[config.mk]
export PLATFORM = sky130hd
export DESIGN_NAME = seven_seg_scanner
export DESIGN_NICKNAME = d
export VERILOG_FILES = /design/src/rtl/display_pkg.sv /design/src/rtl/BCD_to_sevenSeg.sv /design/src/rtl/seven_seg_scanner.sv
export SDC_FILE = /design/constraint.sdc
export NUM_CORES = 1
export LEC_CHECK = 0
export BUFFER_PORTS_ARGS = -buffer_cell sky130_fd_sc_hd__buf_2
export CORE_MARGIN = 4
export CORE_UTILIZATION = 30
export DETAILED_ROUTE_END_ITERATION = 10
export SKIP_CTS_REPAIR_TIMING = 1
export SLEW_MARGIN = 20
export SYNTH_ARGS = -nofsm -noshare
export SYNTH_HDL_FRONTEND = slang
export SYNTH_HIERARCHICAL = 1
export SYNTH_SLANG_ARGS = --single-unit
[constraint.sdc]
create_clock -name clk -period 4.45 [get_ports clk]
set_input_delay 0.89 -clock clk [delete_from_list [all_inputs] [get_ports clk]]
set_output_delay 0.89 -clock clk [all_outputs]
set_load 0.01 [all_outputs]
[src/rtl/display_pkg.sv]
// Shared types and constants for the multiplexed seven-segment display.
package display_pkg;

  // Scan phases: GUARD blanks every digit, ON lights the current digit.
  typedef enum logic {
    GUARD = 1'b0,
    ON    = 1'b1
  } scan_state_t;

  // Active-low segment pattern with every segment dark.
  localparam logic [6:0] SEG_BLANK = 7'b1111111;

  // Largest digit count the scanner is built for.
  localparam int MAX_DIGITS = 8;

endpackage

[src/rtl/BCD_to_sevenSeg.sv]
// Hex nibble to active-low {a..g} segment decoder (0-9, A, b, C, d, E, F).
module BCD_to_sevenSeg
  import display_pkg::*;
(
  input  logic [3:0] bcd,
  output logic [6:0] seg
);

  // Pure lookup; the caller registers the result.
  always_comb begin
    seg = SEG_BLANK;
    case (bcd)
      4'h0: seg = 7'b0000001;
      4'h1: seg = 7'b1001111;
      4'h2: seg = 7'b0010010;
      4'h3: seg = 7'b0000110;
      4'h4: seg = 7'b1001100;
      4'h5: seg = 7'b0100100;
      4'h6: seg = 7'b0100000;
      4'h7: seg = 7'b0001111;
      4'h8: seg = 7'b0000000;
      4'h9: seg = 7'b0000100;
      4'hA: seg = 7'b0001000;
      4'hB: seg = 7'b1100000;
      4'hC: seg = 7'b0110001;
      4'hD: seg = 7'b1000010;
      4'hE: seg = 7'b0110000;
      4'hF: seg = 7'b0111000;
      default: seg = SEG_BLANK;
    endcase
  end

endmodule

[src/rtl/seven_seg_scanner.sv]
// Multiplexed seven-segment scanner: per-digit GUARD/ON timing, a shadow
// register that only reloads at frame boundaries, and leading-zero blanking.
module seven_seg_scanner
  import display_pkg::scan_state_t;
  import display_pkg::SEG_BLANK;
#(
  parameter int N_DIGITS = 8,
  parameter int DWELL    = 100000,
  parameter int GUARD    = 1000
) (
  input  logic                  clk,
  input  logic                  reset_n,
  input  logic                  en,
  input  logic                  lz_en,
  input  logic                  load_req,
  input  logic [4*N_DIGITS-1:0] data_in,
  output logic                  load_ack,
  output logic [N_DIGITS-1:0]   anodes,
  output logic [6:0]            segments,
  output logic                  frame_done
);

  localparam int CNT_MAX = (DWELL > GUARD) ? DWELL : GUARD;
  localparam int CW      = (CNT_MAX > 1) ? $clog2(CNT_MAX) : 1;
  localparam int IW      = $clog2(N_DIGITS);

  localparam logic [CW-1:0] DWELL_LD = CW'(DWELL - 1);
  localparam logic [CW-1:0] GUARD_LD = CW'(GUARD - 1);
  localparam logic [IW-1:0] LAST_IDX = IW'(N_DIGITS - 1);

  scan_state_t           state_q, state_d;
  logic [CW-1:0]         cnt_q, cnt_d;
  logic [IW-1:0]         idx_q, idx_d;
  logic                  wrap_q, wrap_d;       // last digit done, boundary pending
  logic [4*N_DIGITS-1:0] shadow_q, shadow_d;
  logic                  idle_ack_q, idle_ack_d;
  logic [N_DIGITS-1:0]   anodes_q, anodes_d;
  logic [6:0]            segments_q, segments_d;
  logic                  frame_done_q, frame_done_d;

  logic [3:0]            nib [N_DIGITS];
  logic [N_DIGITS-1:0]   lit_mask;
  logic                  seen_nz;
  logic [6:0]            dec_seg;

  // Outputs are computed from next-state values so they line up with the state.
  for (genvar gi = 0; gi < N_DIGITS; gi++) begin : g_nib
    assign nib[gi] = shadow_d[4*gi +: 4];
  end

  BCD_to_sevenSeg u_dec (
    .bcd (nib[idx_d]),
    .seg (dec_seg)
  );

  // State register and all output/shadow flops.
  always_ff @(posedge clk or negedge reset_n) begin
    if (!reset_n) begin
      state_q      <= display_pkg::GUARD;
      cnt_q        <= GUARD_LD;
      idx_q        <= '0;
      wrap_q       <= 1'b0;
      shadow_q     <= '0;
      idle_ack_q   <= 1'b0;
      anodes_q     <= '1;
      segments_q   <= SEG_BLANK;
      frame_done_q <= 1'b0;
    end else begin
      state_q      <= state_d;
      cnt_q        <= cnt_d;
      idx_q        <= idx_d;
      wrap_q       <= wrap_d;
      shadow_q     <= shadow_d;
      idle_ack_q   <= idle_ack_d;
      anodes_q     <= anodes_d;
      segments_q   <= segments_d;
      frame_done_q <= frame_done_d;
    end
  end

  // Next-state: dwell/guard down-counter; disabling parks at GUARD of digit 0.
  always_comb begin
    state_d = state_q;
    cnt_d   = cnt_q;
    idx_d   = idx_q;
    wrap_d  = wrap_q;
    if (!en) begin
      state_d = display_pkg::GUARD;
      cnt_d   = GUARD_LD;
      idx_d   = '0;
      wrap_d  = 1'b0;
    end else if (cnt_q != '0) begin
      cnt_d = cnt_q - CW'(1);
    end else if (state_q == display_pkg::GUARD) begin
      state_d = display_pkg::ON;
      cnt_d   = DWELL_LD;
      wrap_d  = 1'b0;
    end else begin
      state_d = display_pkg::GUARD;
      cnt_d   = GUARD_LD;
      idx_d   = (idx_q == LAST_IDX) ? '0 : idx_q + IW'(1);
      wrap_d  = (idx_q == LAST_IDX);
    end
  end

  // Load handshake: capture at a frame boundary, or one cycle after a request while idle.
  assign load_ack = (frame_done_q & load_req) | idle_ack_q;

  // Shadow capture and the idle-mode acknowledge.
  always_comb begin
    shadow_d = shadow_q;
    if (load_ack) begin
      shadow_d = data_in;
    end
    idle_ack_d = ~en & load_req & ~load_ack;
  end

  // Leading-zero mask: a digit stays lit once any nibble at or above it is nonzero.
  always_comb begin
    lit_mask = '0;
    seen_nz  = 1'b0;
    for (int k = N_DIGITS - 1; k >= 0; k--) begin
      seen_nz     = seen_nz | (nib[k] != 4'd0);
      lit_mask[k] = seen_nz | ~lz_en | (k == 0);
    end
  end

  // Output decode for the upcoming cycle: one anode low in ON, dark otherwise.
  always_comb begin
    frame_done_d = (state_d == display_pkg::GUARD) && (cnt_d == '0) && wrap_d;
    anodes_d     = '1;
    segments_d   = SEG_BLANK;
    if (state_d == display_pkg::ON && lit_mask[idx_d]) begin
      anodes_d[idx_d] = 1'b0;
      segments_d      = dec_seg;
    end
  end

  assign anodes     = anodes_q;
  assign segments   = segments_q;
  assign frame_done = frame_done_q;

endmodule

### After elaboration in Yosys (flattened, before gate mapping)

Memories as Yosys holds them, arrays and structs flattened.
Index checks and enable logic that the tools add are counted.
Widths: inputs -> output; s select.

| storage, ports and cells | value |
|---|---|
| memory bits (writable) | 0 |
| memories | 1 |
| latch bits | 0 |
| bits in read-only memories | 112 |
| logic and storage cells | 75 |
| bits of input ports | 37 |
| output and inout bits | 17 |
| register bits after elaboration | 71 |

| operators by class | value |
|---|---|
| shift operators | 0 |
| div/mod/pow operators | 0 |
| equal/unequal tests | 1 |
| multiply operators | 0 |
| mux-type cells | 23 |
| magnitude comparators | 3 |
| reductions and logical operators | 13 |
| bitwise gates (word level) | 23 |
| add/subtract/negate cells | 2 |

Memory list:

| name | words | bits a word | read ports | clocked after memory_dff | wr ports | RTL line | RTL |
|---|---|---|---|---|---|---|---|
| (no name shown) | 16 | 7 | 1 | 0 | 0 | BCD_to_sevenSeg.sv:12 | `case (bcd)` |

Operators by type and width:

| operator | count |
|---|---|
| $mux 17 | 3 |
| $mux 32 | 1 |
| $reduce_bool 4->1 | 7 |
| $logic_not 17->1 | 1 |
| $reduce_bool 17->1 | 1 |
| $sub 17x1->17 const B | 1 |
| $or 1x1->1 | 14 |
| $bmux 4 s3 | 1 |
| $mux 3 | 4 |
| $mux 1 | 8 |
| $mux 4 | 2 |
| $mux 8 | 1 |
| $not 8->8 | 1 |
| $mux 7 | 1 |
| $ge 4x4->1 const B | 1 |
| $logic_and 1x1->1 | 4 |
| $lt 3x4->1 const B | 1 |
| $not 1->1 | 4 |
| $not 3->4 | 1 |
| $add 3x1->3 const B | 1 |
| $and 1x1->1 | 3 |
| $bmux 1 s3 | 1 |
| $demux 1 s3 | 1 |
| $eq 3x3->1 const B | 1 |
| $ge 3x1->1 const B | 1 |

### Depth between registers and ports, before layout

| logic depth | value |
|---|---|
| depth in word-level cells | 15 |
| gate-level depth with buffers | 18 |
| gate-level depth less buffers | 16 |

### Modules after synthesis

The synthesis kept the hierarchy.

By module, submodules not included:

| module | cells each | times used | area each (um^2) |
|---|---|---|---|
| seven_seg_scanner | 365 | 1 | 3,552.2 |
| BCD_to_sevenSeg | 32 | 1 | 274.0 |

### Least setup slack after synthesis

Ideal clock, no wire load.

| timing | value |
|---|---|
| path type | register to register |
| start | register cnt_q[0] |
| end | register segments_q[3] (netlist: segments[3]) |
| buffers on the path | 1 |
| data arrival time | 3.907 ns |
| clock period less this slack | 4.000 ns |
| cell stages (with the launch flop) | 16 |
| setup time | 0.093 ns |
| path slack | 0.450 ns |
| path through | dfstp_2 > inv_1 > ha_1 > or4b_1 > or4_1 > buf_4 > o41ai_2 > a21oi_1 > o221ai_1 > o22ai_1 > a221oi_2 > inv_1 > ha_1 > inv_1 > mux4_2 > nand3b_1 |

| between the ends | value |
|---|---|
| longest elaborated chain between the ends | 9 |
| elaborated cells between the ends (all ways) | 14 |

RTL lines:

| element | RTL line | RTL |
|---|---|---|
| from (decl) | seven_seg_scanner.sv:32 | `logic [CW-1:0] cnt_q, cnt_d;` |
| from (signal assigned) | seven_seg_scanner.sv:70 | `cnt_q <= cnt_d;` |
| $reduce_bool 17->1 | seven_seg_scanner.sv:92 | `end else if (cnt_q != '0) begin` |
| $mux 3 | seven_seg_scanner.sv:92 |  |
| $mux 3 | seven_seg_scanner.sv:87 | `if (!en) begin` |
| $not 3->4 (not written as such) | seven_seg_scanner.sv:52 | `.bcd (nib[idx_d]),` |
| $bmux 4 s3 | seven_seg_scanner.sv:52 |  |
| $mux 4 (not written as such) (2 in series) | seven_seg_scanner.sv:52 |  |
| $mem_v2 16x7 | - |  |
| net dec_seg[3] | seven_seg_scanner.sv:44 | `logic [6:0] dec_seg;` |
| $mux 7 | seven_seg_scanner.sv:133 | `if (state_d == display_pkg::ON && lit_mask[idx_d]) begin` |
| net segments_d[3] | seven_seg_scanner.sv:38 | `logic [6:0] segments_q, segments_d;` |
| to (signal assigned) | seven_seg_scanner.sv:76 | `segments_q <= segments_d;` |
| to (decl) | seven_seg_scanner.sv:38 |  |

The timed path passes the listed nets, and every way through them passes these cells. The select of a mux whose other input is x is not followed.

### Final worst setup path

Ends and elaborated chain as after synthesis.

==> impl.org <==
** Status
- The flow ran to the end, and the final reports show no timing, DRC or antenna violations.

** Floorplan
- Core Box Area :: 12260 µm²
- I/O pin count :: 54
- Die height :: 120.9 µm
- Die width :: 120.9 µm
- Cell Rows :: 40
- For this configuration, the core starts out at a cell density of 31.20%.
- The floorplan step defined a die boundary enclosing 14630 µm².

** STA
- Static timing analysis puts the maximum clock frequency at 239.9 MHz.
- Final setup skew :: 0.006153 ns
- Dividing the final minimum period by the clock period gives 93.68%.
- Worst slew slack as a fraction of its limit :: 45.43%
- Max Slew Vio Count :: 0
- Count of final setup violators :: 0
- Summed over all failing endpoints, the final setup total negative slack is 0 ns.
- Final critical-path required period :: 4.169 ns
- Number of hold violations in the final report :: 0
- Setup repair after global routing left no endpoint under its margin.
- For the pin with the worst max-slew slack, the measured transition is 0.8185 ns.

** Setup path
- Along the worst path, the maximum fanout reaches 7.
- For the worst setup path, the data arrival time is 4.41 ns.
- Required time of the critical path :: 4.69 ns
- Slowest cell on crit path :: sky130_fd_sc_hd__or4b_1
- Kind of end point of the critical path :: register
- Setup Crit Path Kind :: register to register
- Cell breakdown of the critical path :: inv_1 -> ha_1 -> or4b_1 -> or4_4 -> nor4_1 -> a41oi_1 -> a21oi_1 -> o22ai_1 -> a221oi_2 -> inv_1 -> ha_1 -> inv_1 -> mux4_2 -> nand3b_1
- Most Frequent Cell on Critical Path :: sky130_fd_sc_hd__inv_1
- The worst setup path is launched from a register.
- In this design, the stage delay of the slowest critical-path cell is 0.56 ns.

** Synthesis
- Yosys mapped a number of flops with a built-in enable equal to 0.
- Largest area contributor in the synthesized netlist :: sky130_fd_sc_hd__dfrtp_1
- The Yosys step of the flow raised 6 warnings.
- Sequential cells were found to cover 47.19% of the synthesized design area.
- Yosys attributes the largest share of cell area to sky130_fd_sc_hd__dfrtp_1, sky130_fd_sc_hd__dfstp_2, sky130_fd_sc_hd__nand2_1.
- Cell variety after synth :: 63
- Most frequent cell after synthesis :: sky130_fd_sc_hd__nand2_1
- Mapped cell area :: 3826 µm²
- By count the netlist is led by sky130_fd_sc_hd__nand2_1, sky130_fd_sc_hd__dfrtp_1, sky130_fd_sc_hd__inv_1.
- The number of nets in the synthesized netlist is 444.
- The average instance in the mapped netlist occupies 9.638 µm².
- Commonest register cell after synthesis :: sky130_fd_sc_hd__dfrtp_1
- In the synthesized netlist, the number of instances is 397.
- Synthesis-stage register bit count :: 71
- Summed over its instances, the top area cell type makes up 31.39% of the synthesized netlist area.
- For this run, asynchronously set or reset flops after synthesis account for 100.0%.

** Routing
- Across all layers, the routed design uses 3163 vias.
- Drt pass-1 iters :: 5
- Via-per-instance ratio :: 4.989
- After detailed routing, the number of remaining DRC violations is 0.
- ANT nets after route :: 0
- For this block, the routed nets add up to 9.942 mm of wire.
- In the final routed layout, each cell accounts on average for 15.68 µm.
- Number of violations reported at the end of detailed-routing iteration 0 :: 177

** Place
- Gpl congestion :: 0.9096
- The HPWL after detailed placement is 7.497 mm.
- During placement, the flow inserted port buffers numbering 53.

** Clock network
- # clock sinks :: 71
- The longest clock path from root to sink contains 2 buffers.
- In this run the clock root is driven by a sky130_fd_sc_hd__clkbuf_16.
- TritonCTS created 9 clock buffers.
- Clock-pin slew on the worst setup and hold paths :: 0.06 ns
- Clock latency on the worst-skew pair, taken at its later pin, is 0.34 ns.
- H-tree depth reported by CTS :: 3
- TritonCTS built the clock tree.

** Global route
- Via count of the first global-routing pass :: 3191
- Global routing consumed, over all layers together, 14.38% of the routing resources.
- The initial antenna violation count was 0.
- Overflow left after global routing :: 0
- First-pass GRT wire length :: 16.28 mm
- Entering global routing, the biggest net connects 35 pins.

** Finish
- Filler cell count :: 1221
- Layout-stage area growth over the synthesis result :: 22.11%
- The post-route netlist has 28.11% of its cells at a drive strength greater than 1.
- Total Nets Final :: 508
- Count of antenna diodes in the layout :: 0

** Pwr
- Worst VDD drop :: 0.0002006 V
- Leak :: 0.002178 µW
- For this design the ratio of total power to cell area is 362.8 nW/µm².
- Power comes to 1695 µW.

** Job
- Max-cap violations in this run came to 0.

** Worst hold path
- The worst hold path belongs to the class register to register.
[critical path: cells and delay by family (launching register included)]
| kind | cells | cell delay [ns] |
|---|---|---|
| AOI/OAI and AO/OA | 4 | 0.92 |
| adders and majority gates | 2 | 0.50 |
| buffers and inverters | 3 | 0.26 |
| DFF | 1 | 0.38 |
| muxes | 1 | 0.44 |
| and+or+nand+nor | 4 | 1.57 |
[final timing paths]
| kind | start | endpoint | slack, ns | cells after the start |
|---|---|---|---|---|
| min in group asynchronous | reset_n | cnt_q[3] | 0.58 | 1 |
| worst min-delay path | shadow_q[3] | shadow_q[3] | 0.47 | 2 |
| max in group asynchronous | reset_n | shadow_q[29] | 3.06 | 2 |
| worst max-delay path | cnt_q[0] | segments[3] | 0.28 | 14 |
| worst min register to register | shadow_q[3] | shadow_q[3] | 0.47 | 2 |
| worst max register to register | cnt_q[0] | segments[3] | 0.28 | 14 |
[stage by stage]
| step | instance area, µm² | utilization (%) | worst slack [ns] | std cells | hold slack [ns] |
|---|---|---|---|---|---|
| 2_1_floorplan | 3826 | - | 0.4502 | 397 | 0.4306 |
| 3_3_place_gp | 4355 | 35.52 | 0.3799 | 617 | 0.4518 |
| 3_5_place_dp | 4355 | 35.52 | 0.2605 | 617 | 0.4596 |
| 4_1_cts | 4656 | 37.97 | 0.2202 | 633 | 0.4719 |
| 5_1_grt | 4672 | 38.10 | 0.006627 | 634 | 0.4959 |
| 6_report | 4672 | 38.10 | 0.2814 | 634 | 0.4678 |
[registers in the layout, summed over array words and instances, names as in the netlist]
name        count
wrap_q          1
anodes          8
idx_q           3
idle_ack_q      1
shadow_q       32
frame_done      1
state_q         1
cnt_q          17
segments        7
[cells in the final DEF, fill, tap and decap left out, types with 4 or more instances in the layout]
master,netlist,routed
sky130_fd_sc_hd__or3_1,4,4
sky130_fd_sc_hd__nor4_1,9,9
sky130_fd_sc_hd__nand3b_1,7,7
sky130_fd_sc_hd__clkbuf_16,0,9
sky130_fd_sc_hd__nor2_1,31,31
sky130_fd_sc_hd__inv_1,32,32
sky130_fd_sc_hd__xor2_1,7,7
sky130_fd_sc_hd__dfstp_2,23,23
sky130_fd_sc_hd__o22ai_1,4,4
sky130_fd_sc_hd__nand4_1,7,7
sky130_fd_sc_hd__buf_4,1,13
sky130_fd_sc_hd__or4_1,5,4
sky130_fd_sc_hd__mux2i_1,20,20
sky130_fd_sc_hd__ha_1,10,10
sky130_fd_sc_hd__o21ai_0,9,9
sky130_fd_sc_hd__nand2_1,69,69
sky130_fd_sc_hd__xnor2_1,6,6
sky130_fd_sc_hd__nor3_1,8,8
sky130_fd_sc_hd__a31oi_1,4,4
sky130_fd_sc_hd__mux2_2,6,6
sky130_fd_sc_hd__buf_2,6,53
sky130_fd_sc_hd__dfrtp_1,48,48
sky130_fd_sc_hd__a21oi_1,13,12
sky130_fd_sc_hd__nand3_1,9,9
sky130_fd_sc_hd__o221ai_1,5,5
[power by group]
part | switching (µW) | internal (µW) | total (µW)
logic | 150 | 105 | 255
registers | 20.8 | 699 | 720
clock network | 273 | 448 | 721
[cell type report]
type / count / area [µm²] / area share, %
multi-input combinational: 279 / 1849 / 39.58
timing repair buffer: 67 / 382.9 / 8.195
clock inverter: 5 / 57.56 / 1.232
inverter: 33 / 123.9 / 2.651
clock buffer: 11 / 242.7 / 5.196
sequential: 71 / 1805 / 38.64
tap: 168 / 210.2 / 4.499
[routing by layer]
metal / vias to the layer above / track usage, % / part of all wire (%)
li1: 1526 / - / -
met1: 1516 / 18.53 / 45
met2: 111 / 22.86 / 48
met3: 10 / 4.149 / 5.9
met4: 0 / 5.453 / 1.4
met5: - / 0 / 0
[logic make-up after synthesis]
group | count (synthesis) | synth area share (%)
compound gates | 57 | 10.63
simple gates | 171 | 23.15
xor+xnor | 13 | 2.976
flops | 71 | 47.19
mux | 27 | 7.586
fa+ha+maj | 10 | 3.270
buf+inv | 48 | 5.199
Note: power is estimated with default switching activity, not from simulation.
